===== src/rtl/riscv_pipe_pkg.sv =====
// Types and constants shared by the pipelined RV32 stage registers:
// control-bundle layout, default bundle widths and the elastic-stage state encoding.
package riscv_pipe_pkg;

  localparam int RESULTSRC_W = 2;
  localparam int ALUCTRL_W   = 3;

  // Bit offsets of each field inside the packed control bundle (LSB = 0)
  localparam int ALUSRC_OFS    = 0;
  localparam int ALUCTRL_OFS   = 1;
  localparam int BRANCH_OFS    = ALUCTRL_OFS + ALUCTRL_W;
  localparam int JUMP_OFS      = BRANCH_OFS + 1;
  localparam int MEMWRITE_OFS  = JUMP_OFS + 1;
  localparam int RESULTSRC_OFS = MEMWRITE_OFS + 1;
  localparam int REGWRITE_OFS  = RESULTSRC_OFS + RESULTSRC_W;

  typedef struct packed {
    logic                   reg_write;
    logic [RESULTSRC_W-1:0] result_src;
    logic                   mem_write;
    logic                   jump;
    logic                   branch;
    logic [ALUCTRL_W-1:0]   alu_ctrl;
    logic                   alu_src;
  } ctrl_bundle_t;

  localparam int CTRL_W_DEF = $bits(ctrl_bundle_t);
  localparam int DATA_W_DEF = 96;

  typedef enum logic [1:0] {ST_EMPTY, ST_ONE, ST_TWO} stage_state_e;

endpackage


===== src/rtl/pipe_skid_slot.sv =====
// One storage slot of the elastic stage: valid bit plus payload register.
// Clear only drops the valid bit so the payload keeps its last value.
module pipe_skid_slot
  import riscv_pipe_pkg::*;
#(
  parameter int W = 8
) (
  input  logic         clk,
  input  logic         reset,
  input  logic         load_i,
  input  logic         clr_i,
  input  logic [W-1:0] d_i,
  output logic         vld_o,
  output logic [W-1:0] q_o
);

  logic         vld_q;
  logic [W-1:0] pl_q;

  // Clear wins over load so a flush always empties the slot
  always_ff @(posedge clk or posedge reset) begin
    if (reset) begin
      vld_q <= 1'b0;
      pl_q  <= '0;
    end else if (clr_i) begin
      vld_q <= 1'b0;
    end else if (load_i) begin
      vld_q <= 1'b1;
      pl_q  <= d_i;
    end
  end

  assign vld_o = vld_q;
  assign q_o   = pl_q;

endmodule


===== src/rtl/pipe_stage_elastic.sv =====
// Elastic pipeline stage register: 2-entry skid buffer (main + skid slot) with flush.
// Optional perf counters (stall/bubble/flush) are built when PIPE_STAGE_PERF_EN is defined.
module pipe_stage_elastic
  import riscv_pipe_pkg::*;
#(
  parameter int CTRL_W = CTRL_W_DEF,
  parameter int DATA_W = DATA_W_DEF,
  parameter int CNT_W  = 32
) (
  input  logic              clk,
  input  logic              reset,
  input  logic              flush,
  input  logic              in_valid,
  output logic              in_ready,
  input  logic [CTRL_W-1:0] in_ctrl,
  input  logic [DATA_W-1:0] in_data,
  output logic              out_valid,
  input  logic              out_ready,
  output logic [CTRL_W-1:0] out_ctrl,
`ifdef PIPE_STAGE_PERF_EN
  output logic [CNT_W-1:0]  stall_cnt,
  output logic [CNT_W-1:0]  bubble_cnt,
  output logic [CNT_W-1:0]  flush_cnt,
`endif
  output logic [DATA_W-1:0] out_data
);

  localparam int PL_W = CTRL_W + DATA_W;

  stage_state_e state_q, state_d;
  logic main_ld, main_clr, main_sel_skid, skid_ld, skid_clr;
  logic main_vld, skid_vld, in_fire, out_fire;
  logic [PL_W-1:0] main_q, skid_q, main_d;

  // in_ready comes straight from the skid valid flop: no out_ready -> in_ready path
  assign in_ready  = !skid_vld;
  assign out_valid = main_vld;
  assign in_fire   = in_valid & in_ready;
  assign out_fire  = out_valid & out_ready;

  always_ff @(posedge clk or posedge reset) begin
    if (reset) state_q <= ST_EMPTY;
    else       state_q <= state_d;
  end

  always_comb begin
    state_d       = state_q;
    main_ld       = 1'b0;
    main_clr      = 1'b0;
    main_sel_skid = 1'b0;
    skid_ld       = 1'b0;
    skid_clr      = 1'b0;
    case (state_q)
      ST_EMPTY: if (in_fire) begin
        state_d = ST_ONE;
        main_ld = 1'b1;
      end
      ST_ONE: begin
        if (in_fire && out_fire) begin
          main_ld = 1'b1;
        end else if (in_fire) begin
          state_d = ST_TWO;
          skid_ld = 1'b1;
        end else if (out_fire) begin
          state_d  = ST_EMPTY;
          main_clr = 1'b1;
        end
      end
      ST_TWO: if (out_fire) begin
        state_d       = ST_ONE;
        main_ld       = 1'b1;
        main_sel_skid = 1'b1;
        skid_clr      = 1'b1;
      end
      default: state_d = ST_EMPTY;
    endcase
    // Redirect: everything held or offered this cycle is dropped
    if (flush) begin
      state_d  = ST_EMPTY;
      main_clr = 1'b1;
      skid_clr = 1'b1;
      main_ld  = 1'b0;
      skid_ld  = 1'b0;
    end
  end

  assign main_d = main_sel_skid ? skid_q : {in_ctrl, in_data};

  pipe_skid_slot #(.W(PL_W)) u_main (
    .clk(clk), .reset(reset), .load_i(main_ld), .clr_i(main_clr),
    .d_i(main_d), .vld_o(main_vld), .q_o(main_q)
  );

  pipe_skid_slot #(.W(PL_W)) u_skid (
    .clk(clk), .reset(reset), .load_i(skid_ld), .clr_i(skid_clr),
    .d_i({in_ctrl, in_data}), .vld_o(skid_vld), .q_o(skid_q)
  );

  // Bubbles carry all-zero control so they never write state downstream
  assign out_ctrl = main_vld ? main_q[PL_W-1:DATA_W] : '0;
  assign out_data = main_q[DATA_W-1:0];

`ifdef PIPE_STAGE_PERF_EN
  logic [CNT_W-1:0] stall_q, bubble_q, flush_q;

  always_ff @(posedge clk or posedge reset) begin
    if (reset) begin
      stall_q  <= '0;
      bubble_q <= '0;
      flush_q  <= '0;
    end else begin
      if (out_valid && !out_ready && stall_q != '1) stall_q  <= stall_q + CNT_W'(1);
      if (!out_valid && bubble_q != '1)             bubble_q <= bubble_q + CNT_W'(1);
      if (flush && flush_q != '1)                   flush_q  <= flush_q + CNT_W'(1);
    end
  end

  assign stall_cnt  = stall_q;
  assign bubble_cnt = bubble_q;
  assign flush_cnt  = flush_q;
`endif

endmodule


===== config.mk =====
export PLATFORM = sky130hd
export DESIGN_NAME = pipe_stage_elastic
export DESIGN_NICKNAME = d
export VERILOG_FILES = /design/src/rtl/riscv_pipe_pkg.sv /design/src/rtl/pipe_skid_slot.sv /design/src/rtl/pipe_stage_elastic.sv
export SDC_FILE = /design/constraint.sdc
export NUM_CORES = 1
export LEC_CHECK = 0
export ABC_AREA = 1
export BUFFER_PORTS_ARGS = -buffer_cell sky130_fd_sc_hd__clkbuf_2
export CORE_AREA = 4 4 113 168
export CTS_CLUSTER_SIZE = 25
export DETAILED_ROUTE_END_ITERATION = 16
export DIE_AREA = 0 0 117 172
export PLACE_DENSITY = 0.93
export SLEW_MARGIN = 10
export SYNTH_ARGS = -nofsm -noshare
export SYNTH_HDL_FRONTEND = slang
export SYNTH_SLANG_ARGS = --single-unit

===== constraint.sdc =====
create_clock -name clk -period 17.9 [get_ports clk]
set_clock_uncertainty 0.05 [all_clocks]
set_input_delay 0.895 -clock clk [delete_from_list [all_inputs] [get_ports clk]]
set_output_delay 0.895 -clock clk [all_outputs]
set_load 0.02 [all_outputs]

==> flow_metrics.env, run 1 <==
export IMPL_max_freq_mhz=331
export IMPL_maxCapViolCount=0
export IMPL_leakagePower_nw=6.28
export IMPL_gp_congestion=0.819
export IMPL_worstPathArrival_ps=3300
export IMPL_min_delay_start="u_main.q_o[43]$_DFFE_PP0P_"
export IMPL_fillCellCount=1434
export IMPL_synth_top_area_cell="dfrtp_1"
export IMPL_start_util_pct=58.4
export IMPL_status="complete, no violations"
export IMPL_ios=219
export IMPL_rsz0062_at_grt="no"
export IMPL_ant_nets=0
export IMPL_synth_top_area_share_pct=53.1
export IMPL_via_count=8150
export IMPL_htree_levels=1
export IMPL_multi_input_area_um2=3270
export IMPL_timing_final_max_slew_violations=0
export IMPL_r2r_cells=4
export IMPL_die_area_um2=20100
export IMPL_clk_latency_ps=500
export IMPL_seq_area_um2=5410
export IMPL_ys_ff_latch=216
export IMPL_rows=59
export IMPL_dp_hpwl_um=14200
export IMPL_crit_path_max_fanout=132
export IMPL_min_path_cells=2
export IMPL_startpoint_type="register"
export IMPL_post_cts_resize_count=0
export IMPL_endpoint_kind="register"
export IMPL_finalSetupTns_ps=0
export IMPL_crit_type="register to register"
export IMPL_hold_slack_ps=428
export IMPL_grt_max_degree=214
export IMPL_hold_viol=0
export IMPL_synthTopCellsByArea="dfrtp_1, nand2_1, o21ai_0, buf_4, inv_1"
export IMPL_area_delta_synth_final_pct=10.4
export IMPL_synth_cells=1287
export IMPL_grt_antenna_before_repair=0
export IMPL_finalInstanceArea_um2=11200
export IMPL_grt_pass1_vias=8102
export IMPL_hold_class="register to register"
export IMPL_setup_viol=0
export IMPL_ctsHoldBuffers=0
export IMPL_drive_gt1_share_pct=19.2
export IMPL_holdPathEnd="u_main.q_o[43]$_DFFE_PP0P_"
export IMPL_diodes=0
export IMPL_reg2reg_slack_ps=14880
export IMPL_r2r_end="u_skid.q_o[71]$_DFFE_PP0P_"
export IMPL_clock_sinks=216
export IMPL_route_detailed_drc=0
export IMPL_syn_nets=1398
export IMPL_drt_iter0_markers=699
export IMPL_cts_clk_slew_worst_paths_ps=60
export IMPL_ys_types=19
export IMPL_grt_ovfl_total=0
export IMPL_routedWlPerCell_um=14.2
export IMPL_cts_inserted_buffers=21
export IMPL_fin_crit_ps=3020
export IMPL_netlist_area_um2=10200
export IMPL_relSlewSlack_pct=20.8
export IMPL_avgSynthCellArea_um2=7.90
export IMPL_fin_nets=1479
export IMPL_ys_seq_area_share_pct=53.1
export IMPL_core_um2=17400
export IMPL_viasPerCell=5.11
export IMPL_tightest_slew_ps=1190
export IMPL_wl_um=22600
export IMPL_track_usage_pct=22.6
export IMPL_postCtsSetupRepairBufs=0
export IMPL_ir_drop_uv=107
export IMPL_yosys_warnings=0
export IMPL_required_ps=18170
export IMPL_power_density_nw_per_um2=170
export IMPL_tritoncts="yes"
export IMPL_dieHeight_um=172
export IMPL_firstDrtPassIters=5
export IMPL_finalPower_mw=1.90
export IMPL_grt_pass1_wl_um=37300
export IMPL_r2r_start="u_main.vld_o$_DFFE_PP0P_"
export IMPL_port_buffers=218
export IMPL_clockRootBuffer="clkbuf_16"
export IMPL_fin_crit_sh_pct=16.9
export IMPL_clock_path_buffers=3
export IMPL_die_w_um=117
export IMPL_dpl_cell_area_um2=10600
==> cells by family (layout without fill, tap and decap cells) <==
kind of cell	after synthesis	after routing	share of synthesized area (%)
buffers and inverters	289	384	15.0
AO/OA/AOI/OAI	215	215	10.7
flip-flops	216	216	53.1
AND/OR/NAND/NOR	567	567	21.3
==> cell type report <==
class,count,area share (%)
inverters,124,4.21
flip-flops and latches,216,48.1
repair buffers,223,10.2
well taps,213,2.37
clock buffers,29,5.21
clock inverters,8,0.858
multi-input cells,782,29.1
==> layer usage <==
metal	up-vias	share of wire [%]	track usage (%)
met5	-	0	0
met4	0	4.6	10.8
met3	78	5.2	3.36
met2	267	50	38.5
met1	3806	40	28.0
li1	3999	-	-
==> cell usage after synthesis (all sizes together) <==
master  count
o21ai     213
dfrtp     216
o211ai      1
buf       138
o31ai       1
clkbuf     27
nand3       7
inv       124
nand2     555
nor2        5
==> critical path, stage by stage (launching register included) <==
cell and delay [ps]:
dfrtp_1 660, nand2_2 230, nand3_4 630, buf_4 930, o21ai_0 220
==> placed cells by master (no fill, tap or decap), types with 2 or more instances in the layout <==
master and instances:
buf_4 4, bufinv_16 2, clkbuf_1 5, clkbuf_16 21
clkbuf_2 218, clkbuf_8 3, clkinv_2 4, dfrtp_1 216
inv_1 121, inv_2 2, nand2_1 554, nand3_1 5
nand3_4 2, nor2_1 2, nor2_4 2, o21ai_0 202
o21ai_1 10
==> stage by stage <==
| stage | worst slack [ps] | instances | util [%] |
|---|---|---|---|
| finish | 14880 | 1595 | 64.5 |
| global route | 14530 | 1595 | 64.5 |
| CTS | 14880 | 1595 | 64.5 |
| detailed placement | 14660 | 1558 | 60.6 |
| global placement | 14780 | 1558 | 60.6 |
| floorplan | 11050 | 1287 | - |
==> registers in the layout, summed over array words and instances, names as in the netlist <==
signal / flops
u_main.q_o: 106
u_skid.vld_o: 1
state_q: 2
u_main.vld_o: 1
u_skid.q_o: 106
==> worst max-delay path by stage <==
stage	endpoint	depth (start not counted)	start	slack, ps
2_1_floorplan	state_q[0]$_DFFE_PP0P_	1	reset	11050
3_3_place_gp	u_skid.q_o[81]$_DFFE_PP0P_	5	out_ready	14780
3_5_place_dp	u_skid.q_o[49]$_DFFE_PP0P_	5	out_ready	14660
4_1_cts	u_skid.q_o[89]$_DFFE_PP0P_	4	u_main.vld_o$_DFFE_PP0P_	14880
5_1_grt	u_skid.q_o[90]$_DFFE_PP0P_	4	u_main.vld_o$_DFFE_PP0P_	14530
6_report	u_skid.q_o[71]$_DFFE_PP0P_	4	u_main.vld_o$_DFFE_PP0P_	14880
==> report_power, final <==
group	internal, mW	switching, mW	total, mW
clock network	0.258	0.185	0.444
registers	0.731	0.148	0.879
logic	0.198	0.384	0.582
total	1.19	0.717	1.90
Note: power is estimated with default switching activity, not from simulation.
==> run 2, diff against run 1 <==
--- a/config.mk
+++ b/config.mk
@@ -7,11 +7,11 @@
 export LEC_CHECK = 0
 export ABC_AREA = 1
 export BUFFER_PORTS_ARGS = -buffer_cell sky130_fd_sc_hd__clkbuf_2
-export CORE_AREA = 4 4 113 168
+export CORE_AREA = 4 4 117 174
 export CTS_CLUSTER_SIZE = 25
 export DETAILED_ROUTE_END_ITERATION = 16
-export DIE_AREA = 0 0 117 172
-export PLACE_DENSITY = 0.93
+export DIE_AREA = 0 0 121 178
+export PLACE_DENSITY = 0.88
 export SLEW_MARGIN = 10
 export SYNTH_ARGS = -nofsm -noshare
 export SYNTH_HDL_FRONTEND = slang
==> constraint.sdc (replaced) <==
create_clock -name clk -period 2.85 [get_ports clk]
set_clock_uncertainty 0.05 [all_clocks]
set_input_delay 0.1425 -clock clk [delete_from_list [all_inputs] [get_ports clk]]
set_output_delay 0.1425 -clock clk [all_outputs]
set_load 0.02 [all_outputs]
==> run 2 against run 1 <==
  * Critical path type unchanged
  * Routed wire length increased by 18%
  * Via count increased by 10%
  * Critical path depth increased by 3
  * Critical endpoint is now u_main.q_o[70]$_DFFE_PP0P_
==> flow_metrics.env, run 2 (synthesis gave the netlist of run 1 again) <==
export IMPL_ios=219
export IMPL_final_common_cell="nand2_1"
export IMPL_postCtsSetupRepairBufs=0
export IMPL_fin_cells=1749
export IMPL_r2r_cells=7
export IMPL_ant_nets=0
export IMPL_holdPathEnd="u_main.vld_o$_DFFE_PP0P_"
export IMPL_endpoint_kind="register"
export IMPL_min_delay_start="in_valid"
export IMPL_placed_cells=1602
export IMPL_post_cts_resize_count=0
export IMPL_finalSetupTns_ps=0
export IMPL_clk_latency_ps=490
export IMPL_reg2reg_slack_ps=700
export IMPL_relSlewSlack_pct=54.4
export IMPL_crit_path_max_fanout=57
export IMPL_seqPwrFrac_pct=45.9
export IMPL_track_usage_pct=25.1
export IMPL_hold_slack_ps=41.4
export IMPL_via_count=9002
export IMPL_max_freq_mhz=465
export IMPL_finalPower_mw=12.1
export IMPL_required_ps=3210
export IMPL_gp_congestion=0.850
export IMPL_grt_ovfl_total=0
export IMPL_start_util_pct=54.4
export IMPL_route_detailed_drc=0
export IMPL_port_buffers=218
export IMPL_clockPowerShare_pct=21.8
export IMPL_drt_iter0_markers=740
export IMPL_clock_path_buffers=3
export IMPL_tightest_slew_ps=684
export IMPL_postLayoutCoreUtil_pct=66.5
export IMPL_r2r_start="u_main.vld_o$_DFFE_PP0P_"
export IMPL_multi_input_area_um2=3270
export IMPL_setup_viol=0
export IMPL_grt_pass1_wl_um=44100
export IMPL_clock_sinks=216
export IMPL_dieHeight_um=178
export IMPL_hold_viol=0
export IMPL_dp_hpwl_um=15200
export IMPL_viasPerCell=5.15
export IMPL_rsz0062_at_grt="no"
export IMPL_hold_class="primary input to register"
export IMPL_firstDrtPassIters=6
export IMPL_p_int_mw=7.46
export IMPL_grt_antenna_before_repair=1
export IMPL_worstPathArrival_ps=2510
export IMPL_leakagePower_nw=6.76
export IMPL_maxCapViolCount=0
export IMPL_die_w_um=121
export IMPL_seq_area_um2=5410
export IMPL_fin_crit_sh_pct=75.4
export IMPL_clockRootBuffer="clkbuf_16"
export IMPL_routedWlPerCell_um=15.2
export IMPL_grt_pass1_vias=9281
export IMPL_fin_nets=1593
export IMPL_cts_inserted_buffers=21
export IMPL_timing_final_max_slew_violations=0
export IMPL_fillCellCount=1345
export IMPL_startpoint_type="register"
export IMPL_cp_common_cell="nand2_1"
export IMPL_final_cell_mix="nand2_1, clkbuf_2, dfrtp_1, o21ai_0, inv_1"
export IMPL_switching_share_pct=38.4
export IMPL_comb_power_share_pct=32.3
export IMPL_slowest_stage="dfrtp_1"
export IMPL_cts_clk_slew_worst_paths_ps=60
export IMPL_crit_type="register to register"
export IMPL_power_density_nw_per_um2=975
export IMPL_wl_um=26600
export IMPL_min_path_cells=5
export IMPL_die_area_um2=21500
export IMPL_rows=61
export IMPL_fin_crit_ps=2150
export IMPL_tritoncts="yes"
export IMPL_drive_gt1_share_pct=17.8
export IMPL_area_delta_synth_final_pct=22.2
export IMPL_grt_max_degree=163
export IMPL_core_um2=18700
export IMPL_ir_drop_uv=586
export IMPL_r2r_end="u_main.q_o[70]$_DFFE_PP0P_"
export IMPL_htree_levels=1
export IMPL_status="complete, no violations"
export IMPL_slowest_delay_ps=610
export IMPL_p_switching_mw=4.66
export IMPL_worstPathCellList="nand2_2 > o21ai_2 > nand2_1 > nor2_4 > buf_4 > nand2_1 > nand2_1"
==> run 2: changes by cell type in the layout (fill, tap and decap cells not counted) <==
cell and change:
clkbuf_8 -1, clkbuf_1 +3, diode_2 +1, buf_12 +5
dlygate4sd3_1 +109, inv_8 -1, bufinv_16 -1
==> run 2: how the worst max path moves through the flow <==
stage                                   startpoint  slack (ps)  cells after the start                          to
after global routing      u_main.vld_o$_DFFE_PP0P_         530                      7  u_main.q_o[86]$_DFFE_PP0P_
after floorplan                              reset        -150                      1      state_q[0]$_DFFE_PP0P_
final                     u_main.vld_o$_DFFE_PP0P_         700                      7  u_main.q_o[70]$_DFFE_PP0P_
after global placement    u_main.vld_o$_DFFE_PP0P_         820                      7  u_main.q_o[82]$_DFFE_PP0P_
after CTS                 u_main.vld_o$_DFFE_PP0P_         700                      7  u_main.q_o[70]$_DFFE_PP0P_
after detailed placement  u_main.vld_o$_DFFE_PP0P_         730                      7  u_main.q_o[70]$_DFFE_PP0P_
==> run 2: per-layer routing <==
layer	up-vias	share of wire [%]	track usage (%)
li1	4220	-	-
met4	2	6.8	16.5
met5	-	0.064	0
met1	4187	36	28.5
met3	135	6.6	4.06
met2	458	50	43.3
==> run 2: per-stage QoR <==
| stage | cell area, µm² | setup slack [ps] |
|---|---|---|
| floorplan | 10200 | -155 |
| global placement | 10700 | 815 |
| detailed placement | 10700 | 725 |
| CTS | 12400 | 696 |
| global route | 12400 | 534 |
| finish | 12400 | 700 |
==> run 2: power by group through the flow <==
stage               registers, mW  logic [mW]  clock network (mW)
floorplan                    5.24        3.51                   0
global placement             5.45        3.56                   0
CTS                          5.50        3.85                2.71
global route                 5.72        4.36                2.83
finish                       5.57        3.91                2.64
detailed placement           5.51        3.72                   0
==> run 2: area by class of cell <==
type	count	area share, %
diodes	1	0.0201
clock buffers	31	4.69
clock inverters	6	0.473
inverters	124	3.77
multi-input cells	782	26.3
flip-flops and latches	216	43.5
well taps	252	2.54
repair buffers	337	18.8
==> run 2: worst max-delay path: cells and delay by family (launching register included) <==
| family | cells | cell delay (ps) |
|---|---|---|
| simple gates | 5 | 710 |
| flops | 1 | 610 |
| buf+inv | 1 | 550 |
| compound gates | 1 | 150 |
==> run 2: timing repair <==
action	4_1_cts	5_1_grt
hold buffers	109	0
endpoints found under the hold margin	231	0
endpoints found under the setup margin	0	0
==> run 3, diff against run 2 <==
==> constraint.sdc (replaced) <==
create_clock -name clk -period 2.1 [get_ports clk]
set_clock_uncertainty 0.05 [all_clocks]
set_input_delay 0.105 -clock clk [delete_from_list [all_inputs] [get_ports clk]]
set_output_delay 0.105 -clock clk [all_outputs]
set_load 0.02 [all_outputs]
==> run 3 against run 2 <==
  * Fmax increased by 13%
  * Sequential power increased by 36%
  * Via count increased by 0.42%
  * Flip-flop and latch count unchanged
  * Sequential share of layout area decreased by 0.23 points
  * Cell count increased by 0.11%
  * First-iteration DRC count decreased by 0.41%
  * Final area increased by 0.54%
  * Combinational power increased by 37%
  * Register-to-register slack got worse by 500 ps
  * Clock power increased by 40%
  * Highest routed layer is now met4
==> flow_metrics.env, run 3 (synthesis gave the netlist of run 1 again) <==
export IMPL_status="complete, no violations"
export IMPL_die_w_um=121
export IMPL_r2r_end="u_skid.q_o[91]$_DFFE_PP0P_"
export IMPL_leakagePower_nw=6.79
export IMPL_maxCapViolCount=0
export IMPL_final_common_cell="nand2_1"
export IMPL_fin_nets=1596
export IMPL_fin_cells=1751
export IMPL_startpoint_type="register"
export IMPL_ir_drop_uv=872
export IMPL_fin_crit_ps=1900
export IMPL_reg2reg_slack_ps=200
export IMPL_port_buffers=218
export IMPL_crit_path_max_fanout=98
export IMPL_track_usage_pct=24.9
export IMPL_gp_congestion=0.814
export IMPL_core_um2=18700
export IMPL_r2r_start="state_q[0]$_DFFE_PP0P_"
export IMPL_clock_path_buffers=3
export IMPL_tritoncts="yes"
export IMPL_endpoint_kind="register"
export IMPL_drive_gt1_share_pct=18.0
export IMPL_setup_viol=0
export IMPL_max_freq_mhz=527
export IMPL_cts_inserted_buffers=21
export IMPL_seqPwrFrac_pct=45.5
export IMPL_r2r_cells=6
export IMPL_post_cts_resize_count=0
export IMPL_cts_clk_slew_worst_paths_ps=60
export IMPL_final_cell_mix="nand2_1, clkbuf_2, dfrtp_1, o21ai_0, inv_1"
export IMPL_wl_um=27100
export IMPL_grt_max_degree=137
export IMPL_area_delta_synth_final_pct=22.9
export IMPL_grt_ovfl_total=0
export IMPL_comb_power_share_pct=32.2
export IMPL_hold_viol=0
export IMPL_p_switching_mw=6.34
export IMPL_tightest_slew_ps=845
export IMPL_grt_pass1_wl_um=43700
export IMPL_hold_slack_ps=249
export IMPL_multi_input_area_um2=3270
export IMPL_route_detailed_drc=0
export IMPL_ios=219
export IMPL_timing_final_max_slew_violations=0
export IMPL_firstDrtPassIters=6
export IMPL_rows=61
export IMPL_ant_nets=0
export IMPL_switching_share_pct=38.3
export IMPL_clockPowerShare_pct=22.2
export IMPL_dpl_cell_area_um2=10700
export IMPL_viasPerCell=5.16
export IMPL_required_ps=2430
export IMPL_dp_hpwl_um=15000
export IMPL_clockRootBuffer="clkbuf_16"
export IMPL_power_density_nw_per_um2=1330
export IMPL_finalInstanceArea_um2=12500
export IMPL_start_util_pct=54.4
export IMPL_p_int_mw=10.2
export IMPL_clock_sinks=216
export IMPL_dieHeight_um=178
export IMPL_clk_latency_ps=490
export IMPL_die_area_um2=21500
export IMPL_drt_iter0_markers=737
export IMPL_place_ws_ps=303
export IMPL_fin_crit_sh_pct=90.4
export IMPL_routedWlPerCell_um=15.5
export IMPL_placed_cells=1604
export IMPL_grt_antenna_before_repair=3
export IMPL_worstPathArrival_ps=2230
export IMPL_hold_class="primary input to async pin"
export IMPL_fillCellCount=1352
export IMPL_rsz0062_at_grt="no"
export IMPL_fin_ws_ps=201
export IMPL_crit_type="register to register"
export IMPL_via_count=9040
export IMPL_seq_area_um2=5410
export IMPL_grt_pass1_vias=9169
export IMPL_relSlewSlack_pct=43.7
export IMPL_htree_levels=1
## run 3: per-layer routing
metal | global-route usage (%) | up-vias | part of all wire [%]
li1 | - | 4225 | -
met1 | 29.0 | 4213 | 37
met2 | 43.0 | 461 | 51
met3 | 3.81 | 141 | 6.1
met4 | 14.8 | 0 | 6.3
met5 | 0 | - | 0
## run 3: cell type report
type | count | area share, %
diodes | 3 | 0.0601
clock buffers | 30 | 4.87
clock inverters | 4 | 0.360
well taps | 252 | 2.52
multi-input cells | 782 | 26.1
inverters | 124 | 3.75
flip-flops and latches | 216 | 43.2
repair buffers | 340 | 19.1
## run 3: how the worst max path moves through the flow
stage               slack [ps]  cells after the start              startpoint                         end
CTS                        280                      5  state_q[0]$_DFFE_PP0P_  u_skid.q_o[99]$_DFFE_PP0P_
global route                60                      5  state_q[0]$_DFFE_PP0P_  u_skid.q_o[81]$_DFFE_PP0P_
global placement           430                      5  state_q[0]$_DFFE_PP0P_  u_skid.q_o[79]$_DFFE_PP0P_
detailed placement         300                      5  state_q[0]$_DFFE_PP0P_  u_skid.q_o[99]$_DFFE_PP0P_
floorplan                 -870                      1                   reset      state_q[0]$_DFFE_PP0P_
finish                     200                      6  state_q[0]$_DFFE_PP0P_  u_skid.q_o[91]$_DFFE_PP0P_
## run 3: critical path: stages (launching register included)
cell	delay [ps]
dfrtp_1	440
inv_2	110
nor2_2	50
nand3_4	100
buf_4	650
nand2_1	190
o21ai_0	160
## run 3: repair_timing
| item | CTS | global route |
|---|---|---|
| setup endpoints to repair | 0 | 0 |
| setup buffers | 0 | 0 |
| hold endpoints to repair | 431 | 0 |
| hold buffers | 110 | 0 |
## run 3: through the flow
step           total power [mW]  setup TNS, ps  utilization, %
3_3_place_gp               12.3              0            57.4
6_report                   16.6              0            66.9
3_5_place_dp               12.6              0            57.4
4_1_cts                    16.4              0            66.8
2_1_floorplan              11.9        -187300               -
5_1_grt                    17.6              0            66.9
## run 3: power by group through the flow
stage	Clock (mW)	Combinational (mW)	Sequential (mW)
2_1_floorplan	0	4.76	7.12
3_3_place_gp	0	4.87	7.39
3_5_place_dp	0	5.08	7.47
4_1_cts	3.74	5.26	7.45
5_1_grt	3.93	5.92	7.76
6_report	3.69	5.34	7.55
